$ cat src/rtl/rsa_pkg.sv
// Shared definitions for the RSA result output stage: frame constants,
// FSM state encoding and a frame-length helper.
package rsa_pkg;

  localparam logic [7:0] SYNC_BYTE = 8'hA5;

  typedef enum logic [2:0] {
    IDLE    = 3'd0,
    LOAD    = 3'd1,
    SEND    = 3'd2,
    WAIT_HI = 3'd3,
    WAIT_LO = 3'd4
  } state_t;

  // Bytes on the wire for one N-bit result: sync + data bytes + checksum.
  function automatic int frame_len(input int n);
    return n / 8 + 2;
  endfunction

endpackage

$ cat src/rtl/rsa_result_tx_if.sv
// Result-capture and UART byte handshake bundle between mon_exp, the
// output stage and the UART transmitter.
interface rsa_result_tx_if #(
  parameter int N = 16
);

  logic         rx_valid;
  logic [N-1:0] rx_bytes;
  logic         rx_ready;
  logic         is_transmitting;
  logic [7:0]   tx_byte;
  logic         tx_valid;

  // Environment side: produces results, models the UART.
  modport master (
    output rx_valid, rx_bytes, is_transmitting,
    input  rx_ready, tx_byte, tx_valid
  );

  // Output stage side.
  modport slave (
    input  rx_valid, rx_bytes, is_transmitting,
    output rx_ready, tx_byte, tx_valid
  );

endinterface

$ cat src/rtl/rsa_result_tx_fifo.sv
// Small synchronous FIFO holding whole result words. A push and a pop in
// the same cycle on a full FIFO is accepted: the head is read out before
// its slot is overwritten. DEPTH must be a power of two, at least 2.
module result_fifo #(
  parameter int WIDTH = 16,
  parameter int DEPTH = 2
) (
  input  logic             clk,
  input  logic             rst,
  input  logic             push,
  input  logic             pop,
  input  logic [WIDTH-1:0] wdata,
  output logic [WIDTH-1:0] rdata,
  output logic             full,
  output logic             empty
);

  localparam int AW = (DEPTH > 1) ? $clog2(DEPTH) : 1;

  logic [WIDTH-1:0] mem [DEPTH];
  logic [AW-1:0]    wr_ptr_r;
  logic [AW-1:0]    rd_ptr_r;
  logic [AW:0]      count_r;
  logic             do_push_s;
  logic             do_pop_s;

  assign empty     = (count_r == (AW + 1)'(0));
  assign full      = (count_r == (AW + 1)'(DEPTH));
  assign do_pop_s  = pop && !empty;
  assign do_push_s = push && (!full || do_pop_s);
  assign rdata     = mem[rd_ptr_r];

  // Storage write; contents need no reset since count gates every read.
  always_ff @(posedge clk) begin
    if (do_push_s) begin
      mem[wr_ptr_r] <= wdata;
    end
  end

  // Pointer and occupancy bookkeeping.
  always_ff @(posedge clk) begin
    if (rst) begin
      wr_ptr_r <= AW'(0);
      rd_ptr_r <= AW'(0);
      count_r  <= (AW + 1)'(0);
    end else begin
      if (do_push_s) wr_ptr_r <= wr_ptr_r + AW'(1);
      if (do_pop_s)  rd_ptr_r <= rd_ptr_r + AW'(1);
      case ({do_push_s, do_pop_s})
        2'b10:   count_r <= count_r + (AW + 1)'(1);
        2'b01:   count_r <= count_r - (AW + 1)'(1);
        default: count_r <= count_r;
      endcase
    end
  end

endmodule

$ cat src/rtl/rsa_result_tx.sv
// RSA result output stage: buffers each finished result and streams it to
// the UART as SYNC, data bytes MSB first, then the XOR of the data bytes.
// One byte per is_transmitting low->high->low cycle of the transmitter.
module rsa_result_tx
  import rsa_pkg::*;
#(
  parameter int         N     = 16,
  parameter int         DEPTH = 2,
  parameter logic [7:0] SYNC  = SYNC_BYTE
) (
  input  logic           clk,
  input  logic           rst,
  rsa_result_tx_if.slave bus,
  output logic           busy,
  output logic           overflow
);

  localparam int            FLEN     = frame_len(N);
  localparam int            IW       = $clog2(FLEN);
  localparam logic [IW-1:0] LAST_IDX = IW'(FLEN - 1);

  state_t        state_r;
  state_t        state_nx;
  logic [IW-1:0] idx_r;
  logic [IW-1:0] idx_inc_s;
  logic [N-1:0]  shreg_r;
  logic [7:0]    chk_r;
  logic [7:0]    tx_byte_r;
  logic [7:0]    next_byte_s;
  logic          overflow_r;
  logic          tx_valid_s;
  logic          pop_s;
  logic          is_data_s;
  logic          full_s;
  logic          empty_s;
  logic [N-1:0]  head_s;

  result_fifo #(
    .WIDTH (N),
    .DEPTH (DEPTH)
  ) u_fifo (
    .clk   (clk),
    .rst   (rst),
    .push  (bus.rx_valid),
    .pop   (pop_s),
    .wdata (bus.rx_bytes),
    .rdata (head_s),
    .full  (full_s),
    .empty (empty_s)
  );

  // Index 0 is SYNC and the last index is the checksum; the rest are data.
  assign is_data_s   = (idx_r != IW'(0)) && (idx_r != LAST_IDX);
  assign idx_inc_s   = idx_r + IW'(1);
  // The shift register and checksum are already updated for the byte just
  // sent, so the following byte is either the new top byte or the checksum.
  assign next_byte_s = (idx_inc_s == LAST_IDX) ? chk_r : shreg_r[N-1 -: 8];

  // FSM state register.
  always_ff @(posedge clk) begin
    if (rst) state_r <= IDLE;
    else     state_r <= state_nx;
  end

  // Next-state, FIFO pop and transmit strobe.
  always_comb begin
    state_nx   = state_r;
    pop_s      = 1'b0;
    tx_valid_s = 1'b0;
    case (state_r)
      IDLE: begin
        if (!empty_s) state_nx = LOAD;
        else          state_nx = IDLE;
      end
      LOAD: begin
        pop_s    = 1'b1;
        state_nx = SEND;
      end
      SEND: begin
        if (!bus.is_transmitting) begin
          tx_valid_s = 1'b1;
          state_nx   = WAIT_HI;
        end else begin
          state_nx   = SEND;
        end
      end
      WAIT_HI: begin
        if (bus.is_transmitting) state_nx = WAIT_LO;
        else                     state_nx = WAIT_HI;
      end
      WAIT_LO: begin
        if (!bus.is_transmitting) begin
          if (idx_r == LAST_IDX) state_nx = IDLE;
          else                   state_nx = SEND;
        end else begin
          state_nx = WAIT_LO;
        end
      end
      default: state_nx = IDLE;
    endcase
  end

  // Frame datapath: byte index, shift register, checksum and held tx byte.
  always_ff @(posedge clk) begin
    if (rst) begin
      idx_r     <= IW'(0);
      shreg_r   <= N'(0);
      chk_r     <= 8'h00;
      tx_byte_r <= 8'h00;
    end else begin
      case (state_r)
        LOAD: begin
          shreg_r   <= head_s;
          chk_r     <= 8'h00;
          idx_r     <= IW'(0);
          tx_byte_r <= SYNC;
        end
        SEND: begin
          if (tx_valid_s && is_data_s) begin
            shreg_r <= {shreg_r[N-9:0], 8'h00};
            chk_r   <= chk_r ^ shreg_r[N-1 -: 8];
          end
        end
        WAIT_LO: begin
          if (!bus.is_transmitting && (idx_r != LAST_IDX)) begin
            idx_r     <= idx_inc_s;
            tx_byte_r <= next_byte_s;
          end
        end
        default: begin
          idx_r <= idx_r;
        end
      endcase
    end
  end

  // Sticky drop flag: a result arrived with the FIFO full and no pop.
  always_ff @(posedge clk) begin
    if (rst)                                        overflow_r <= 1'b0;
    else if (bus.rx_valid && full_s && !pop_s)      overflow_r <= 1'b1;
    else                                            overflow_r <= overflow_r;
  end

  assign bus.tx_valid = tx_valid_s;
  assign bus.tx_byte  = tx_byte_r;
  assign bus.rx_ready = !full_s;
  assign busy         = (state_r != IDLE) || !empty_s;
  assign overflow     = overflow_r;

endmodule

$ cat src/flat_wrapper.sv
// flat-port wrapper written by rule: the top's interface ports become plain ports
module rsa_result_tx_flat import rsa_pkg::*;
#(
  parameter int         N     = 16,
  parameter int         DEPTH = 2,
  parameter logic [7:0] SYNC  = SYNC_BYTE
)
  (clk, rst, busy, overflow, bus_rx_valid, bus_rx_bytes, bus_is_transmitting, bus_rx_ready, bus_tx_byte, bus_tx_valid);
  rsa_result_tx_if #(.N(N)) bus_i ();
  input  logic clk;
  input  logic rst;
  output logic busy;
  output logic overflow;
  input wire logic [$bits(bus_i.rx_valid)-1:0] bus_rx_valid;
  input wire logic [$bits(bus_i.rx_bytes)-1:0] bus_rx_bytes;
  input wire logic [$bits(bus_i.is_transmitting)-1:0] bus_is_transmitting;
  output wire logic [$bits(bus_i.rx_ready)-1:0] bus_rx_ready;
  output wire logic [$bits(bus_i.tx_byte)-1:0] bus_tx_byte;
  output wire logic [$bits(bus_i.tx_valid)-1:0] bus_tx_valid;
  assign bus_i.rx_valid = bus_rx_valid;
  assign bus_i.rx_bytes = bus_rx_bytes;
  assign bus_i.is_transmitting = bus_is_transmitting;
  assign bus_rx_ready = bus_i.rx_ready;
  assign bus_tx_byte = bus_i.tx_byte;
  assign bus_tx_valid = bus_i.tx_valid;
  rsa_result_tx #(.N(N), .DEPTH(DEPTH), .SYNC(SYNC)) u_core (.clk(clk), .rst(rst), .bus(bus_i), .busy(busy), .overflow(overflow));
endmodule
$ cat config.mk
export PLATFORM = sky130hd
export DESIGN_NAME = rsa_result_tx_flat
export DESIGN_NICKNAME = d
export VERILOG_FILES = /design/src/rtl/rsa_pkg.sv /design/src/rtl/rsa_result_tx_if.sv /design/src/rtl/rsa_result_tx_fifo.sv /design/src/rtl/rsa_result_tx.sv /design/src/flat_wrapper.sv
export SDC_FILE = /design/constraint.sdc
export NUM_CORES = 1
export LEC_CHECK = 0
export CORE_UTILIZATION = 45
export CTS_CLUSTER_DIAMETER = 150
export DETAILED_ROUTE_END_ITERATION = 8
export GPL_ROUTABILITY_DRIVEN = 0
export PLACE_DENSITY_LB_ADDON = 0.12
export SYNTH_ARGS = -nofsm -noshare
export SYNTH_HDL_FRONTEND = slang
export SYNTH_SLANG_ARGS = --single-unit
$ cat constraint.sdc
create_clock -name clk -period 2.04 [get_ports clk]
set_input_delay 0.408 -clock clk [delete_from_list [all_inputs] [get_ports clk]]
set_output_delay 0.408 -clock clk [all_outputs]
set_load 0.02 [all_outputs]
After elaboration in Yosys (flattened, before gate mapping)
Memory sizes are Yosys's and may differ from the RTL's. A register that Yosys moved wholly into a read port is not among the register bits.
Index checks and enable logic that the tools add are counted.
Storage, ports and cells
  logic and storage cells: 73
  RAM bits: 32
  memories kept: 1
  output and inout port bits: 12
  bits in registers: 42
Cells by class
  reductions and logical operators: 22
  bitwise operators: 1
  equal/unequal tests: 12
  add/subtract/negate cells: 5
  muxes and demuxes: 23
Memories
  u_core.u_fifo.mem: depth 2, bits a word 16, rd ports 1, clocked after memory_dff 1, write ports 1, line rsa_result_tx_fifo.sv:20  | logic [WIDTH-1:0] mem [DEPTH];
Operator list (number)
  case mux 16 bit (2 select lines): 1
  case mux 8 bit (2 select lines): 2
  two-way mux 8 bit: 3
  two-way mux 16 bit: 1
  case mux 3 bit (5 select lines): 1
  two-way mux 1 bit: 9
  == test 2 bit (second input constant): 4
  case mux 2 bit (2 select lines): 2
  nonzero test 2 bit: 4
  bitwise XOR 8 bit: 1
  logical AND 1 bit: 7
  == test 3 x 2 -> 1 bit (second input constant): 2
  two-way mux 3 bit: 2
  adder 2 x 1 -> 2 bit (second input constant): 2
  zero test 1 bit: 4
  two-way mux 2 bit: 2
  inequality test 2 x 1 -> 1 bit (second input constant): 2
  AND reduction 2 bit: 2
  == test 3 x 1 -> 1 bit (second input constant): 1
  == test 3 bit (second input constant): 1
  zero test 3 bit: 1
  nonzero test 3 bit: 1
  adder 1 bit (second input constant): 2
  == test 2 x 1 -> 1 bit (second input constant): 1
  4 further kinds: 5

Depth between registers and ports, before layout
  word-level depth: 7
  mapped depth: 7
  depth with buffers taken out: 5

Cells and area by module
A second synthesis with hierarchy kept.
Second synthesis, totals
  cell total of the unflattened synthesis: 292
  area total of the unflattened synthesis: 3309.4 µm²
Modules (own cells, without submodules)
  rsa_result_tx: cells each 212, seq. area each 760.7 µm², instances 1, area each 1905.6 µm²
  result_fifo: cells each 80, seq. area each 1061.0 µm², instances 1, area each 1403.8 µm²

Least setup slack after synthesis
OpenSTA, ideal clock, no wires.
  kind: reg-to-reg
  start: reg u_core.state_r[0]
  end: mem u_core.u_fifo.mem[1][0], enable pin
  cell stages (with the launch flop): 5
  period minus slack after synthesis: 2141 ps
  slack: -101 ps
  data required time: 1652 ps
  data arrival time: 1752 ps
  cell sequence: dfxtp_1 buf_2 nor3b_2 o21ai_0 nor2_1
Between the ends
  longest elaborated chain between the ends: 7
Ends and longest elaborated chain
  start: declaration: line rsa_result_tx.sv:22  | state_t state_r;
  start signal: assignment: line rsa_result_tx.sv:62  | else state_r <= state_nx;
  == test 3 x 1 -> 1 bit: line rsa_result_tx.sv:70  | case (state_r)
  two-way mux 1 bit: line rsa_result_tx.sv:70
  logical AND 1 bit: line rsa_result_tx_fifo.sv:29  | assign do_pop_s = pop && !empty;
  logical OR 1 bit: line rsa_result_tx_fifo.sv:30  | assign do_push_s = push && (!full || do_pop_s);
  logical AND 1 bit: line rsa_result_tx_fifo.sv:30
  two-way mux 1 bit: line rsa_result_tx_fifo.sv:35  | if (do_push_s) begin
  two-way mux 1 bit (not written as such): line rsa_result_tx_fifo.sv:36  | mem[wr_ptr_r] <= wdata;
  end: declaration: line rsa_result_tx_fifo.sv:20
Every way passes these cells.

Worst setup path in the final report
  start: reg u_core.u_fifo.count_r[0]
  end: out bus_rx_ready
Between the ends
  longest elaborated chain between the ends: 2
Ends and longest elaborated chain
  start: declaration: line rsa_result_tx_fifo.sv:23  | logic [AW:0] count_r;
  start signal: assignment: line rsa_result_tx_fifo.sv:45  | count_r <= (AW + 1)'(0);
  start signal: assignment: line rsa_result_tx_fifo.sv:50  | 2'b10: count_r <= count_r + (AW + 1)'(1);
  start signal: assignment: line rsa_result_tx_fifo.sv:51  | 2'b01: count_r <= count_r - (AW + 1)'(1);
  == test 2 bit: line rsa_result_tx_fifo.sv:28  | assign full = (count_r == (AW + 1)'(DEPTH));
  zero test 1 bit: line rsa_result_tx.sv:146  | assign bus.rx_ready = !full_s;
  end: declaration: line flat_wrapper.sv:17  | output wire logic [$bits(bus_i.rx_ready)-1:0] bus_rx_ready;
Every way passes these cells.

==> summary.md <==
| Metric | Value |
|---|---|
| Total number of clock tree sinks | 75 |
| Yosys top cell by area | sky130_fd_sc_hd__edfxtp_1 |
| Worst reg2reg startpoint | u_core.idx_r[0] |
| Category of the worst setup path launch point | flop |
| Setup TNS Final | 0 ns |
| Main area contributors after synthesis | sky130_fd_sc_hd__edfxtp_1 (29%), sky130_fd_sc_hd__dfxtp_1 (26%), sky130_fd_sc_hd__mux2i_1 (9.8%), sky130_fd_sc_hd__mux2_2 (4.7%), sky130_fd_sc_hd__nand2b_1 (4.7%) |
| Full die area | between 0.007 and 0.008 sq mm |
| Data required time of the critical path | about 1.6 ns |
| Remaining global-route overflow | 0 |
| Final count of hold timing violations | 0 |
| Routed Antenna Nets | 0 |
| Starting DRC count in detailed routing | between 80 and 90 |
| Post-Layout Cell Count | 433 |
| Synthesized cell area | between 0.003 and 0.004 sq mm |
| Launch instance of the worst min-delay path | u_core.bus.tx_byte[2] |
| Number of buffers created by CTS | 9 |
| Run status | finished clean |
| Shortest period the worst path allows | 1.95 ns |
| Achievable clock frequency | about 0.51 GHz |
| Leading register cell type out of synthesis | sky130_fd_sc_hd__dfxtp_1 |
| Dpl ws | -0.132 ns |
| Effective utilization at floorplan | 0.465 |
| Worst reg2reg path depth | 6 |
| Cell at the root of the clock tree | sky130_fd_sc_hd__clkbuf_8 |
| Layout Area Growth over Synthesis | 20.9% |
| Maximum fanout count along the critical path | 6 |
| Max Cap Violations | 0 |
| RSZ-0062 raised after global routing | false |
| Global router's overall resource usage | 0.176 |
| Fin crit share | 0.955 |
| Async SR Flop Fraction | 0 |
| Antenna diode instance count | 0 |
| Average instance area after synthesis | between 10 and 15 sq um |
| Number of placement rows | 31 |
| Final instance area | around 0.004 sq mm |
| # placed instances | roughly 420 |
| Pin count of the biggest net entering global routing | 32 |
| Hold WC Path Type | reg -> reg |
| CTS tree | built |
| Vias per inst | slightly above 5 |
| Final wirelength | around 6.1 mm |
| Die outline width | around 88 um |
| Number of global-route vias before repair | between 2000 and 2500 |
| Reg-to-reg endpoint | u_core.chk_r[2] |
| Syn Nets | ~320 |
| Area share of the leading cell type in the synthesized netlist | 0.286 |
| Final setup violation count | 0 |
| Top post-synthesis cells by count | sky130_fd_sc_hd__dfxtp_1 (43), sky130_fd_sc_hd__mux2i_1 (33), sky130_fd_sc_hd__edfxtp_1 (32) |
| Cell with the most instances after synthesis | sky130_fd_sc_hd__dfxtp_1 |
| Setup CP Type | reg -> out |
| Die H | around 88 um |
| Sequential share of the synthesized area | 0.543 |
| Setup slack on the worst flop-to-flop path | 0.10 ns |
| Type of element capturing the critical path | output pin |
| Post-Route Skew | ~0.0099 ns |
| Wirelength per Cell | 14.1 um |
| Relative slew slack | 0.577 |
| Router iterations before antenna repair | 4 |
| Endpoint of the worst hold path | u_core.bus.tx_byte[2] |
| Io pins | 32 |
| Max-slew violations | 0 |
| Number of antenna violations at the first check in global routing | 0 |
| Standard cell area after detailed placement | 0.00383 sq mm |
| Total core area | 0.00721 sq mm |
| Port Buf Inserts | 31 |
| Placed wire-length estimate | about 4.0 mm |
| Highest ir drop seen on vdd | ~0.44 mV |
| Areal power density over the cells | 849 mW/mm^2 |
| Register bit total from synthesis | 75 |
| Global-route wire length before repair | ~10 mm |
| Leakage power total | between 1 and 1.5 nW |
| Final nets | between 300 and 400 |
| Layout fillers | roughly 640 |
| Post CTS Setup Buffer Count | 0 |
| Number of warning messages in the yosys log | 0 |
| Clock buffer depth | 2 |
| Clock slew at the register clock pins of the worst setup and hold paths | ~0.080 ns |
| Instance count of the mapped netlist | approximately 290 |
| Worst path arrival time | 1.54 ns |
| Total power after layout | around 0.0034 W |
| Htree depth | 3 |
| Number of library cell types mapped by synthesis | 42 |
| Worst-case setup margin in the final layout | slightly above 0.09 ns |
| Insertion delay of the later-clocked pin in the worst-skew pair | between 0.3 and 0.4 ns |
| Hold Path Cell Cnt | 2 |
| Slew @ Worst Pin | 0.634 ns |
| Residual DRC count | 0 |
| Layout cell share with drive strength beyond 1 | 0.162 |
| EDFF count, synth | 32 |
| Vias | 2247 |
-- registers in the layout, indices dropped and copies added, names as in the netlist, 2 cells and up, named ones only --
name and flops:
u_core.idx_r 2, u_core.chk_r 8, u_core.shreg_r 16, u_core.u_fifo.mem 32, u_core.bus.tx_byte 8, u_core.u_fifo.count_r 2, u_core.state_r 3
-- through the flow --
step | utilization | hold slack (ns)
2_1_floorplan | - | 0.458
3_3_place_gp | 0.531 | 0.451
3_5_place_dp | 0.531 | 0.453
4_1_cts | 0.560 | 0.466
5_1_grt | 0.562 | 0.474
6_report | 0.562 | 0.461
-- worst max path at each step --
stage                             start                      end  slack (ns)  depth (start not counted)
2_1_floorplan         u_core.state_r[0]  u_core.u_fifo.mem[1][0]       -0.10                          4
3_3_place_gp        bus_is_transmitting       u_core.shreg_r[12]       -0.14                          5
3_5_place_dp        bus_is_transmitting       u_core.shreg_r[11]       -0.13                          5
4_1_cts               u_core.state_r[0]             bus_tx_valid        0.05                          3
5_1_grt                 u_core.idx_r[0]          u_core.chk_r[7]        0.01                          6
6_report       u_core.u_fifo.count_r[0]             bus_rx_ready        0.09                          2
-- critical path, cell delays in order, from the launching register on --
cell                              delay [ns]
sky130_fd_sc_hd__dfxtp_1                0.41
sky130_fd_sc_hd__nand2b_1               0.18
sky130_fd_sc_hd__clkdlybuf4s50_1        0.62
-- cell usage in the layout, fill, tap and decap left out, drive strengths merged, types with 2 or more instances in the layout --
cell	synthesis	final
nor4b	2	2
dfxtp	43	43
nor3	10	10
clkinvlp	0	2
mux2i	33	33
nand2b	25	25
inv	15	15
bufinv	0	2
ha	2	2
o32ai	8	8
mux2	14	14
a221o	8	8
clkdlybuf4s50	0	28
o21ai	5	5
or3b	3	3
nand2	5	5
clkbuf	13	12
buf	12	20
a221oi	4	4
o21bai	2	2
nor2	17	17
or4b	2	2
a21oi	13	13
or3	3	3
edfxtp	32	32
nor2b	2	2
nor3b	9	9
-- layout make-up --
class,count,area (sq um),share of cell area
flip-flops and latches,75,1820,0.449
multi-input cells,178,1370,0.337
repair buffers,50,479,0.118
clock buffers,12,135,0.0333
well taps,99,124,0.0305
clock inverters,4,75.1,0.0185
inverters,15,56.3,0.0139
-- logic make-up after synthesis --
kind of cell               Yosys count  synth area share
xor gates and xnor gates             1           0.00261
adders and majority gates            2           0.00746
and+or+nand+nor                     81             0.144
AOI/OAI and AO/OA                   47             0.105
muxes                               47             0.145
buffers and inverters               40            0.0526
DFF                                 75             0.543
-- power breakdown --
| group | leakage (nW) | switching [W] | internal [W] |
|---|---|---|---|
| Sequential | 0.649 | 0.0000539 | 0.00167 |
| Clock | 0.0968 | 0.000534 | 0.000691 |
| Combinational | 0.675 | 0.000254 | 0.000243 |
-- what timing repair did --
item	CTS	global route
hold buffers	0	0
gates resized for setup	3	5
endpoints found under the setup margin	2	16
gates cloned	0	0
-- routing by layer --
| layer | vias up | global-route usage | wire length [um] |
|---|---|---|---|
| li1 | 1132 | - | - |
| met1 | 1053 | 0.222 | 2860 |
| met2 | 49 | 0.279 | 2860 |
| met3 | 13 | 0.0364 | 198 |
| met4 | 0 | 0.109 | 186 |
| met5 | - | 0 | 0 |
(Power assumes the default switching activity.)
